**config.mk**
```make
export PLATFORM = sky130hd
export DESIGN_NAME = multiphase_clk_gen_flat
export DESIGN_NICKNAME = d
export VERILOG_FILES = /design/src/rtl/multiphase_clk_gen_pkg.sv /design/src/rtl/multiphase_clk_gen_if.sv /design/src/rtl/multiphase_clk_gen_step_div.sv /design/src/rtl/multiphase_clk_gen.sv /design/src/flat_wrapper.sv
export SDC_FILE = /design/constraint.sdc
export NUM_CORES = 1
export LEC_CHECK = 0
export BUFFER_PORTS_ARGS = -buffer_cell sky130_fd_sc_hd__buf_2
export CORE_AREA = 5 5 68 70
export CTS_CLUSTER_SIZE = 20
export DETAILED_ROUTE_END_ITERATION = 10
export DIE_AREA = 0 0 73 75
export PLACE_DENSITY = 0.55
export SYNTH_ARGS = -nofsm -noshare
export SYNTH_HDL_FRONTEND = slang
export SYNTH_SLANG_ARGS = --single-unit
```
**constraint.sdc**
```tcl
create_clock -name clk -period 5.19 [get_ports clk]
set_input_delay 1.038 -clock clk [delete_from_list [all_inputs] [get_ports clk]]
set_output_delay 1.038 -clock clk [all_outputs]
set_load 0.01 [all_outputs]
```
**src/rtl/multiphase_clk_gen_pkg.sv**
```systemverilog
// Shared types and pattern helpers for the multiphase rotating-pattern generator.
// Pure functions; no state, no latency.
// No flow control; helpers are evaluated combinationally by the users.
package multiphase_pkg;

  localparam int MAX_PHASES = 64;

  localparam logic DIR_FWD = 1'b0;
  localparam logic DIR_REV = 1'b1;

  // Half-zero/half-one start pattern: low half of the ring is 0, high half is 1.
  function automatic logic [MAX_PHASES-1:0] init_pattern(input int n);
    logic [MAX_PHASES-1:0] p;
    p = '0;
    for (int i = 0; i < MAX_PHASES; i++) begin
      if (i >= n / 2 && i < n) p[i] = 1'b1;
    end
    return p;
  endfunction

  // One-place ring rotation of an n-bit pattern; forward moves bit i-1 into bit i.
  function automatic logic [MAX_PHASES-1:0] rotate(input logic [MAX_PHASES-1:0] p,
                                                   input int n, input logic dir);
    logic [MAX_PHASES-1:0] r;
    r = '0;
    for (int i = 0; i < MAX_PHASES; i++) begin
      if (i < n) begin
        if (dir == DIR_FWD) r[i] = p[(i + n - 1) % n];
        else                r[i] = p[(i + 1) % n];
      end
    end
    return r;
  endfunction

  // Start pattern rotated forward by pos places, built directly from the
  // distance of each bit to the rotation origin.
  function automatic logic [MAX_PHASES-1:0] expected_pattern(input int n, input int pos);
    logic [MAX_PHASES-1:0] r;
    int d;
    r = '0;
    for (int i = 0; i < MAX_PHASES; i++) begin
      if (i < n) begin
        d = i - pos;
        if (d < 0) d = d + n;
        r[i] = (d >= n / 2);
      end
    end
    return r;
  endfunction

endpackage

```
**src/rtl/multiphase_clk_gen_if.sv**
```systemverilog
// Control and phase-output bundle of the multiphase generator.
// Wires only; no latency.
// No flow control; controls are level-sampled each clk edge.
interface multiphase_clk_gen_if #(
  parameter int NUM_PHASES = 4,
  parameter int DIV_W      = 8
);
  logic                  en;
  logic [DIV_W-1:0]      div;
  logic                  dir;
  logic                  resync;
  logic [NUM_PHASES-1:0] phase;
  logic                  step;
  logic                  wrap;
  logic                  err;

  modport master (output en, div, dir, resync, input phase, step, wrap, err);
  modport slave  (input en, div, dir, resync, output phase, step, wrap, err);
endinterface

```
**src/rtl/multiphase_clk_gen_step_div.sv**
```systemverilog
// Programmable divider: asserts tc on the enabled edge that ends each div+1 period.
// tc is combinational from registered count; period length latched at reset/resync/tc.
// en low freezes count and latched ratio; resync restarts the period.
module phase_step_div #(
  parameter int DIV_W = 8
) (
  input  logic             clk,
  input  logic             init_n,
  input  logic             en,
  input  logic             resync,
  input  logic [DIV_W-1:0] div,
  output logic             tc
);

  logic [DIV_W-1:0] cnt;
  logic [DIV_W-1:0] div_q;

  assign tc = en && !resync && (cnt == div_q);

  // Count enabled cycles; reload ratio only at period boundaries so mid-period edits wait.
  always_ff @(posedge clk) begin
    if (!init_n || resync) begin
      cnt   <= '0;
      div_q <= div;
    end else if (en) begin
      if (cnt == div_q) begin
        cnt   <= '0;
        div_q <= div;
      end else begin
        cnt <= cnt + 1'b1;
      end
    end
  end

endmodule

```
**src/rtl/multiphase_clk_gen.sv**
```systemverilog
// N-phase 50%-duty rotating ring with divide ratio, direction, resync and wrap report.
// All outputs registered; first rotation lands on enabled edge div+1 after reset release.
// en low holds state and zeroes step/wrap; MULTIPHASE_PATTERN_CHECK_EN adds a self-repairing pattern checker.
module multiphase_clk_gen
  import multiphase_pkg::*;
#(
  parameter int NUM_PHASES = 4,
  parameter int DIV_W      = 8
) (
  input logic                clk,
  input logic                init_n,
  multiphase_clk_gen_if.slave bus
);

  localparam int POS_W = (NUM_PHASES > 2) ? $clog2(NUM_PHASES) : 1;
  localparam logic [POS_W-1:0]      POS_MAX = POS_W'(NUM_PHASES - 1);
  localparam logic [MAX_PHASES-1:0] INIT_W  = init_pattern(NUM_PHASES);
  localparam logic [NUM_PHASES-1:0] INIT    = INIT_W[NUM_PHASES-1:0];

  logic [NUM_PHASES-1:0] ring;
  logic [POS_W-1:0]      pos;
  logic                  step_q;
  logic                  wrap_q;
  logic                  err_q;

  logic                  tc;
  logic [NUM_PHASES-1:0] base;
  logic [NUM_PHASES-1:0] rot;
  logic [POS_W-1:0]      pos_next;
  logic [MAX_PHASES-1:0] rot_w;

  phase_step_div #(.DIV_W(DIV_W)) u_div (
    .clk    (clk),
    .init_n (init_n),
    .en     (bus.en),
    .resync (bus.resync),
    .div    (bus.div),
    .tc     (tc)
  );

`ifdef MULTIPHASE_PATTERN_CHECK_EN
  logic [MAX_PHASES-1:0] exp_w;
  logic [NUM_PHASES-1:0] expected;
  logic                  mismatch;

  // Reference ring value implied by pos; any difference is treated as corruption.
  always_comb begin
    exp_w    = expected_pattern(NUM_PHASES, int'(pos));
    expected = exp_w[NUM_PHASES-1:0];
    mismatch = (ring != expected);
  end

  // Corruption flag holds until init_n; resync repairs the ring but keeps the record.
  always_ff @(posedge clk) begin
    if (!init_n) err_q <= 1'b0;
    else if (!bus.resync && mismatch) err_q <= 1'b1;
  end

  assign base = mismatch ? expected : ring;
`else
  assign base  = ring;
  assign err_q = 1'b0;
`endif

  // Next ring value and position for a rotation in the requested direction.
  always_comb begin
    rot_w = rotate(MAX_PHASES'(base), NUM_PHASES, bus.dir);
    rot   = rot_w[NUM_PHASES-1:0];
    if (bus.dir == DIR_FWD) pos_next = (pos == POS_MAX) ? '0 : pos + 1'b1;
    else                    pos_next = (pos == '0) ? POS_MAX : pos - 1'b1;
  end

  // Ring, position and one-cycle step/wrap pulses; init_n beats resync beats rotation.
  always_ff @(posedge clk) begin
    if (!init_n || bus.resync) begin
      ring   <= INIT;
      pos    <= '0;
      step_q <= 1'b0;
      wrap_q <= 1'b0;
    end else begin
      step_q <= tc;
      wrap_q <= tc && (pos_next == '0);
      if (tc) begin
        ring <= rot;
        pos  <= pos_next;
      end else begin
        ring <= base;
      end
    end
  end

  assign bus.phase = ring;
  assign bus.step  = step_q;
  assign bus.wrap  = wrap_q;
  assign bus.err   = err_q;

endmodule

```
**src/flat_wrapper.sv**
```systemverilog
// flat-port wrapper written by rule: the top's interface ports become plain ports
module multiphase_clk_gen_flat import multiphase_pkg::*;
#(
  parameter int NUM_PHASES = 4,
  parameter int DIV_W      = 8
)
  (clk, init_n, bus_en, bus_div, bus_dir, bus_resync, bus_phase, bus_step, bus_wrap, bus_err);
  multiphase_clk_gen_if #(.NUM_PHASES(NUM_PHASES), .DIV_W(DIV_W)) bus_i ();
  input logic clk;
  input logic init_n;
  input wire logic [$bits(bus_i.en)-1:0] bus_en;
  input wire logic [$bits(bus_i.div)-1:0] bus_div;
  input wire logic [$bits(bus_i.dir)-1:0] bus_dir;
  input wire logic [$bits(bus_i.resync)-1:0] bus_resync;
  output wire logic [$bits(bus_i.phase)-1:0] bus_phase;
  output wire logic [$bits(bus_i.step)-1:0] bus_step;
  output wire logic [$bits(bus_i.wrap)-1:0] bus_wrap;
  output wire logic [$bits(bus_i.err)-1:0] bus_err;
  assign bus_i.en = bus_en;
  assign bus_i.div = bus_div;
  assign bus_i.dir = bus_dir;
  assign bus_i.resync = bus_resync;
  assign bus_phase = bus_i.phase;
  assign bus_step = bus_i.step;
  assign bus_wrap = bus_i.wrap;
  assign bus_err = bus_i.err;
  multiphase_clk_gen #(.NUM_PHASES(NUM_PHASES), .DIV_W(DIV_W)) u_core (.clk(clk), .init_n(init_n), .bus(bus_i));
endmodule
```
==> results.ini, run 1 <==
[placed_design]
detailed_place_hpwl_um = 1620
gp_congestion = 0.810
port_buffers = 18
dpl_worst_slack_ns = 2.31

[logic_synthesis]
netlist_area_um2 = 1130
synth_seq_area_share = 0.496
synth_commonest_cells = dfxtp_1, nor2_1, xnor2_1
synth_fa_ha_area_frac = 0.0332
synth_top_family_by_area = simple AND/OR/NAND/NOR gates
yosys_register_bits = 24
synthFlopType = dfxtp_1
synthesis.instances = 110
synth_simple_gate_area_share = 0.176
synth_edf_count = 8
synth-async-reset-ratio = 0
post_synth_xor_area_fraction = 0.124
synth_largest_area_cell = dfxtp_1
synth.area.top_cells = dfxtp_1, edfxtp_1, xnor2_1
synth.most_common_cell = dfxtp_1
post_synth_mux_area_share = 0.0731
ys_types = 29
ys.warnings.count = 0
syn_area_per_cell_um2 = 10.3
synth-compound-area-share = 0.0620
synth_fp_nets = 126
yosysTopAreaCellShare = 0.283

[detailed_routing]
detail_route.vias_per_cell = 4.67
wl_um = 2110
drt_first_iter_violations = 13
drt-pass1-iter-count = 4
drtAntennaViolNets = 0
vias = 827
drc_errors = 0
detail_route.wl_per_cell_um = 11.9

[finish]
layout.nets = 144
insertedDiodeCount = 0
syn2layout_area_growth_pct = 17.6
ratio_of_cells_with_drive_above_1_in_the_final_layout = 0.205

[die]
floorplan.initialDensity = 0.289
die_area_um2 = 5480
chipWidth_um = 73
pin_count = 20
die_y_um = 75
row_count = 23
floorplan.core_area_um2 = 3910

[clock_tree]
clock-root-buffer = clkbuf_8
post-cts-setup-buffers = 0
cts-root-to-sink-buffers = 2
num_cts_buffers = 3
holdBufCountCts = 0
cts_tree = built
clkTransAtPathRegs_ns = 0.08
clk-insertion-delay-late_ns = 0.26
clock_sink_count = 24
ctsHtreeMaxLevel = 1
cts_resized = 0

[critical_path]
setup.worst_path.end_class = flip-flop
critPathMaxFanout = 16
cpPeakStageDelay_ns = 1.00
worst_r2r_endpoint = u_core.u_div.div_q[3]$_DFFE_PP_
critical_path_required_ns = 5.08
path_delay_family = compound AO/OA/AOI/OAI gates
timing.critical_path.buf_inv = 1
r2r_cells = 3
timing.critical_path.cells = buf_2 > nand4_1 > o31ai_2
cpMaxStageDelayCell = o31ai_2
crit-reg2reg-launch = u_core.u_div.div_q[3]$_DFFE_PP_
worst-endpoint-arrival_ns = 2.39
worst_setup_path_start_kind = input pin
worstSetupPathType = input pin to flip-flop
r2r_slack_ns = 2.99

[sta]
max_slew.worst_pin.slew_ns = 1.15
hold_ws_ns = 0.503
timing.fmax_mhz = 400
final-max-slew-violation-count = 0
hold_viol_final = 0
rsz_0062_raised_after_global_routing = false
clock-skew-final_ns = 0.00218
setup_ws_ns = 2.69
min_period_over_period = 0.481
setup_viol = 0
max_slew_margin = 0.229
min_period_ns = 2.50
setup_tns_ns = 0

[grt]
grt_use_total = 0.0871
grt_start_max_net_pins = 17
overflow = 0
grt_antenna_before_repair = 0
grt_pass1_vias = 865
grt_pass1_wl_um = 3610

[worst_hold_path]
number_of_stages_on_the_worst_hold_path = 2
timing.hold.worst.class = flip-flop to flip-flop
whs_endpoint = u_core.pos[1]$_SDFFE_PP0P_
hold_path.startpoint = u_core.pos[1]$_SDFFE_PP0P_

[pwr]
power.density_nw_per_um2 = 291
vdd_ir_drop_max_mv = 0.231
p_leak_uw = 0.000500

[outcome]
outcome = finished clean

[flow_run]
maxCapViolations = 0

## worst max-delay path by stage
stage                     cells after the start                               to    from  slack [ns]
after floorplan                               3  u_core.u_div.div_q[0]$_DFFE_PP_  bus_en        2.69
after global placement                        3  u_core.u_div.div_q[1]$_DFFE_PP_  bus_en        2.42
after detailed placement                      3  u_core.u_div.div_q[0]$_DFFE_PP_  bus_en        2.31
after CTS                                     3  u_core.u_div.div_q[7]$_DFFE_PP_  bus_en        2.62
after global routing                          3  u_core.u_div.div_q[2]$_DFFE_PP_  bus_en        2.51
final                                         3  u_core.u_div.div_q[3]$_DFFE_PP_  bus_en        2.69
## metal layers
layer / track usage / up-vias / part of all wire
li1: - / 410 / -
met1: 0.0837 / 388 / 0.41
met2: 0.169 / 25 / 0.51
met3: 0.0334 / 4 / 0.062
met4: 0.0287 / 0 / 0.011
met5: 0 / - / 0
## final cells by class
class	count	area, µm²
clock buffer	3	41.3
clock inverter	1	30.0
fill	423	2580
inverter	3	11.3
multi-input combinational	78	533
sequential	24	561
tap	50	62.6
timing repair buffer	18	90.1
## power by group
group | internal [µW] | total (µW) | switching (µW) | leakage, µW
combinational | 10.3 | 23.6 | 13.3 | 0.000254
clock | 103 | 161 | 58.3 | 0.0000357
sequential | 199 | 202 | 2.76 | 0.000211
## metrics by stage
step | utilization | cells | power (µW) | area (µm²)
finish | 0.340 | 177 | 387 | 1330
detailed placement | 0.321 | 173 | 230 | 1260
floorplan | - | 110 | 223 | 1130
global route | 0.340 | 177 | 405 | 1330
CTS | 0.340 | 177 | 394 | 1330
global placement | 0.321 | 173 | 229 | 1260
## tightest hold or removal path, stage by stage (launching register included)
cell and delay [ns]:
dfxtp_1 0.34, nand2_1 0.07, mux2i_1 0.06
## state kept, by name, summed over array words and instances, names as in the netlist
signal and cells:
u_core.u_div.cnt 8, u_core.u_div.div_q 8, u_core.bus.phase 4, u_core.pos 2, u_core.bus.step 1, u_core.bus.wrap 1
## cell families (layout without fill, tap and decap cells)
group,after synthesis,after routing
xor gates and xnor gates,16,16
and+or+nand+nor,42,42
adders and majority gates,3,3
other,1,1
AOI/OAI and AO/OA,8,8
DFF,24,24
buffers and inverters,8,25
muxes,8,8
## cell usage in the layout (no fill, tap or decap), types with 4 or more instances in the layout
| cell | netlist | layout |
|---|---|---|
| buf_2 | 2 | 18 |
| dfxtp_1 | 16 | 16 |
| edfxtp_1 | 8 | 8 |
| mux2i_1 | 6 | 6 |
| nand2_1 | 11 | 11 |
| nand4_1 | 5 | 5 |
| nor2_1 | 13 | 13 |
| nor2b_1 | 4 | 4 |
| xnor2_1 | 12 | 12 |
| xor2_1 | 4 | 4 |
Power figures use the tool's default switching activity.
==> run 2: changes to the inputs <==
==> constraint.sdc (replaced) <==
create_clock -name clk -period 2.5 [get_ports clk]
set_input_delay 0.5 -clock clk [delete_from_list [all_inputs] [get_ports clk]]
set_output_delay 0.5 -clock clk [all_outputs]
set_load 0.01 [all_outputs]
==> results.ini, run 2 (synthesis results as in run 1) <==
[outcome]
outcome = finished clean

[die]
floorplan.initialDensity = 0.289
die_area_um2 = 5480
die_y_um = 75
pin_count = 20
row_count = 23
floorplan.core_area_um2 = 3910
chipWidth_um = 73

[clock_tree]
cts_resized = 0
post-cts-setup-buffers = 0
clock-root-buffer = clkbuf_8
cts-root-to-sink-buffers = 2
num_cts_buffers = 3
clkTransAtPathRegs_ns = 0.08
ctsHtreeMaxLevel = 1
clk-insertion-delay-late_ns = 0.26
cts_tree = built
holdBufCountCts = 0
clock_sink_count = 24

[finish]
layout.nets = 146
syn2layout_area_growth_pct = 18.9
insertedDiodeCount = 0
layout.cells.most_common = buf_2
final_cell_mix = buf_2, dfxtp_1, nor2_1
post-route-cell-area_um2 = 1340
ratio_of_cells_with_drive_above_1_in_the_final_layout = 0.217

[sta]
min_period_ns = 1.95
min_period_over_period = 0.781
clock-skew-final_ns = 0.00183
setup_viol = 0
rsz_0062_raised_after_global_routing = false
timing.fmax_mhz = 512
hold_viol_final = 0
setup_tns_ns = 0
hold_ws_ns = 0.408
final-max-slew-violation-count = 0

[critical_path]
r2r_cells = 4
critPathMaxFanout = 6
worstSetupPathType = flip-flop to flip-flop
crit-reg2reg-launch = u_core.u_div.div_q[3]$_DFFE_PP_
critical_path_required_ns = 2.67
setup.worst_path.end_class = flip-flop
worst-endpoint-arrival_ns = 2.13
r2r_slack_ns = 0.55
worst_r2r_endpoint = u_core.pos[0]$_SDFFE_PP0P_
worst_setup_path_start_kind = flip-flop

[placed_design]
placedInstanceArea_um2 = 1270
detailed_place_hpwl_um = 1620
gp_congestion = 0.825
port_buffers = 18

[worst_hold_path]
whs_endpoint = u_core.u_div.div_q[1]$_DFFE_PP_
hold_path.startpoint = bus_div[1]
timing.hold.worst.class = input pin to flip-flop
number_of_stages_on_the_worst_hold_path = 1

[grt]
overflow = 0
grt_pass1_wl_um = 3460
grt_pass1_vias = 863
grt_start_max_net_pins = 17
grt_use_total = 0.0802
grt_antenna_before_repair = 0

[flow_run]
maxCapViolations = 0

[detailed_routing]
vias = 811
drc_errors = 0
wl_um = 2080
detail_route.vias_per_cell = 4.53
detail_route.wl_per_cell_um = 11.6
drtAntennaViolNets = 0
drt_first_iter_violations = 18
drt-pass1-iter-count = 4

[pwr]
power.density_nw_per_um2 = 596
vdd_ir_drop_max_mv = 0.182
p_leak_uw = 0.000510

## run 2: cell types whose count changed in the layout (fill, tap and decap cells not counted), sizes merged
cell  before  now
buf       18   20
## run 2: worst max path at each step
stage	depth (start not counted)	start	to	slack [ns]
floorplan	3	bus_en	u_core.u_div.div_q[0]$_DFFE_PP_	0.53
global placement	4	bus_en	u_core.pos[0]$_SDFFE_PP0P_	0.56
detailed placement	4	bus_en	u_core.pos[0]$_SDFFE_PP0P_	0.51
CTS	4	u_core.u_div.div_q[3]$_DFFE_PP_	u_core.pos[0]$_SDFFE_PP0P_	0.57
global route	4	u_core.u_div.div_q[3]$_DFFE_PP_	u_core.pos[0]$_SDFFE_PP0P_	0.42
finish	4	u_core.u_div.div_q[3]$_DFFE_PP_	u_core.pos[0]$_SDFFE_PP0P_	0.55
## run 2: critical path, stage by stage, from the launching register on
cell and delay [ns]:
edfxtp_1 0.39, xnor2_1 0.21, nand4_1 0.20, or4_1 0.75, o41ai_2 0.32
## run 2: power by group
| part | total [µW] | internal (µW) | switching, µW | leakage [µW] |
|---|---|---|---|---|
| sequential | 419 | 413 | 5.62 | 0.000211 |
| combinational | 51.4 | 23.4 | 28.0 | 0.000263 |
| clock | 330 | 214 | 116 | 0.0000357 |
## run 2: final cells by class
cell class              count  area, µm²
fillers                   420       2570
inverters                   3       11.3
flip-flops and latches     24        561
multi-input cells          78        533
repair buffers             20        105
clock inverters             1       30.0
well taps                  50       62.6
clock buffers               3       41.3
## run 2: per-stage QoR
| step | instances | power (µW) | worst slack (ns) | utilization |
|---|---|---|---|---|
| floorplan | 110 | 462 | 0.534 | - |
| global placement | 175 | 479 | 0.561 | 0.325 |
| detailed placement | 175 | 481 | 0.512 | 0.325 |
| CTS | 179 | 815 | 0.567 | 0.343 |
| global route | 179 | 833 | 0.419 | 0.343 |
| finish | 179 | 801 | 0.548 | 0.343 |
## run 2: per-layer routing
layer / track usage / vias to the layer above / share of wire
met1: 0.0875 / 374 / 0.42
met3: 0.0174 / 5 / 0.061
met2: 0.149 / 20 / 0.50
li1: - / 412 / -
met5: 0 / - / 0
met4: 0.0348 / 0 / 0.013
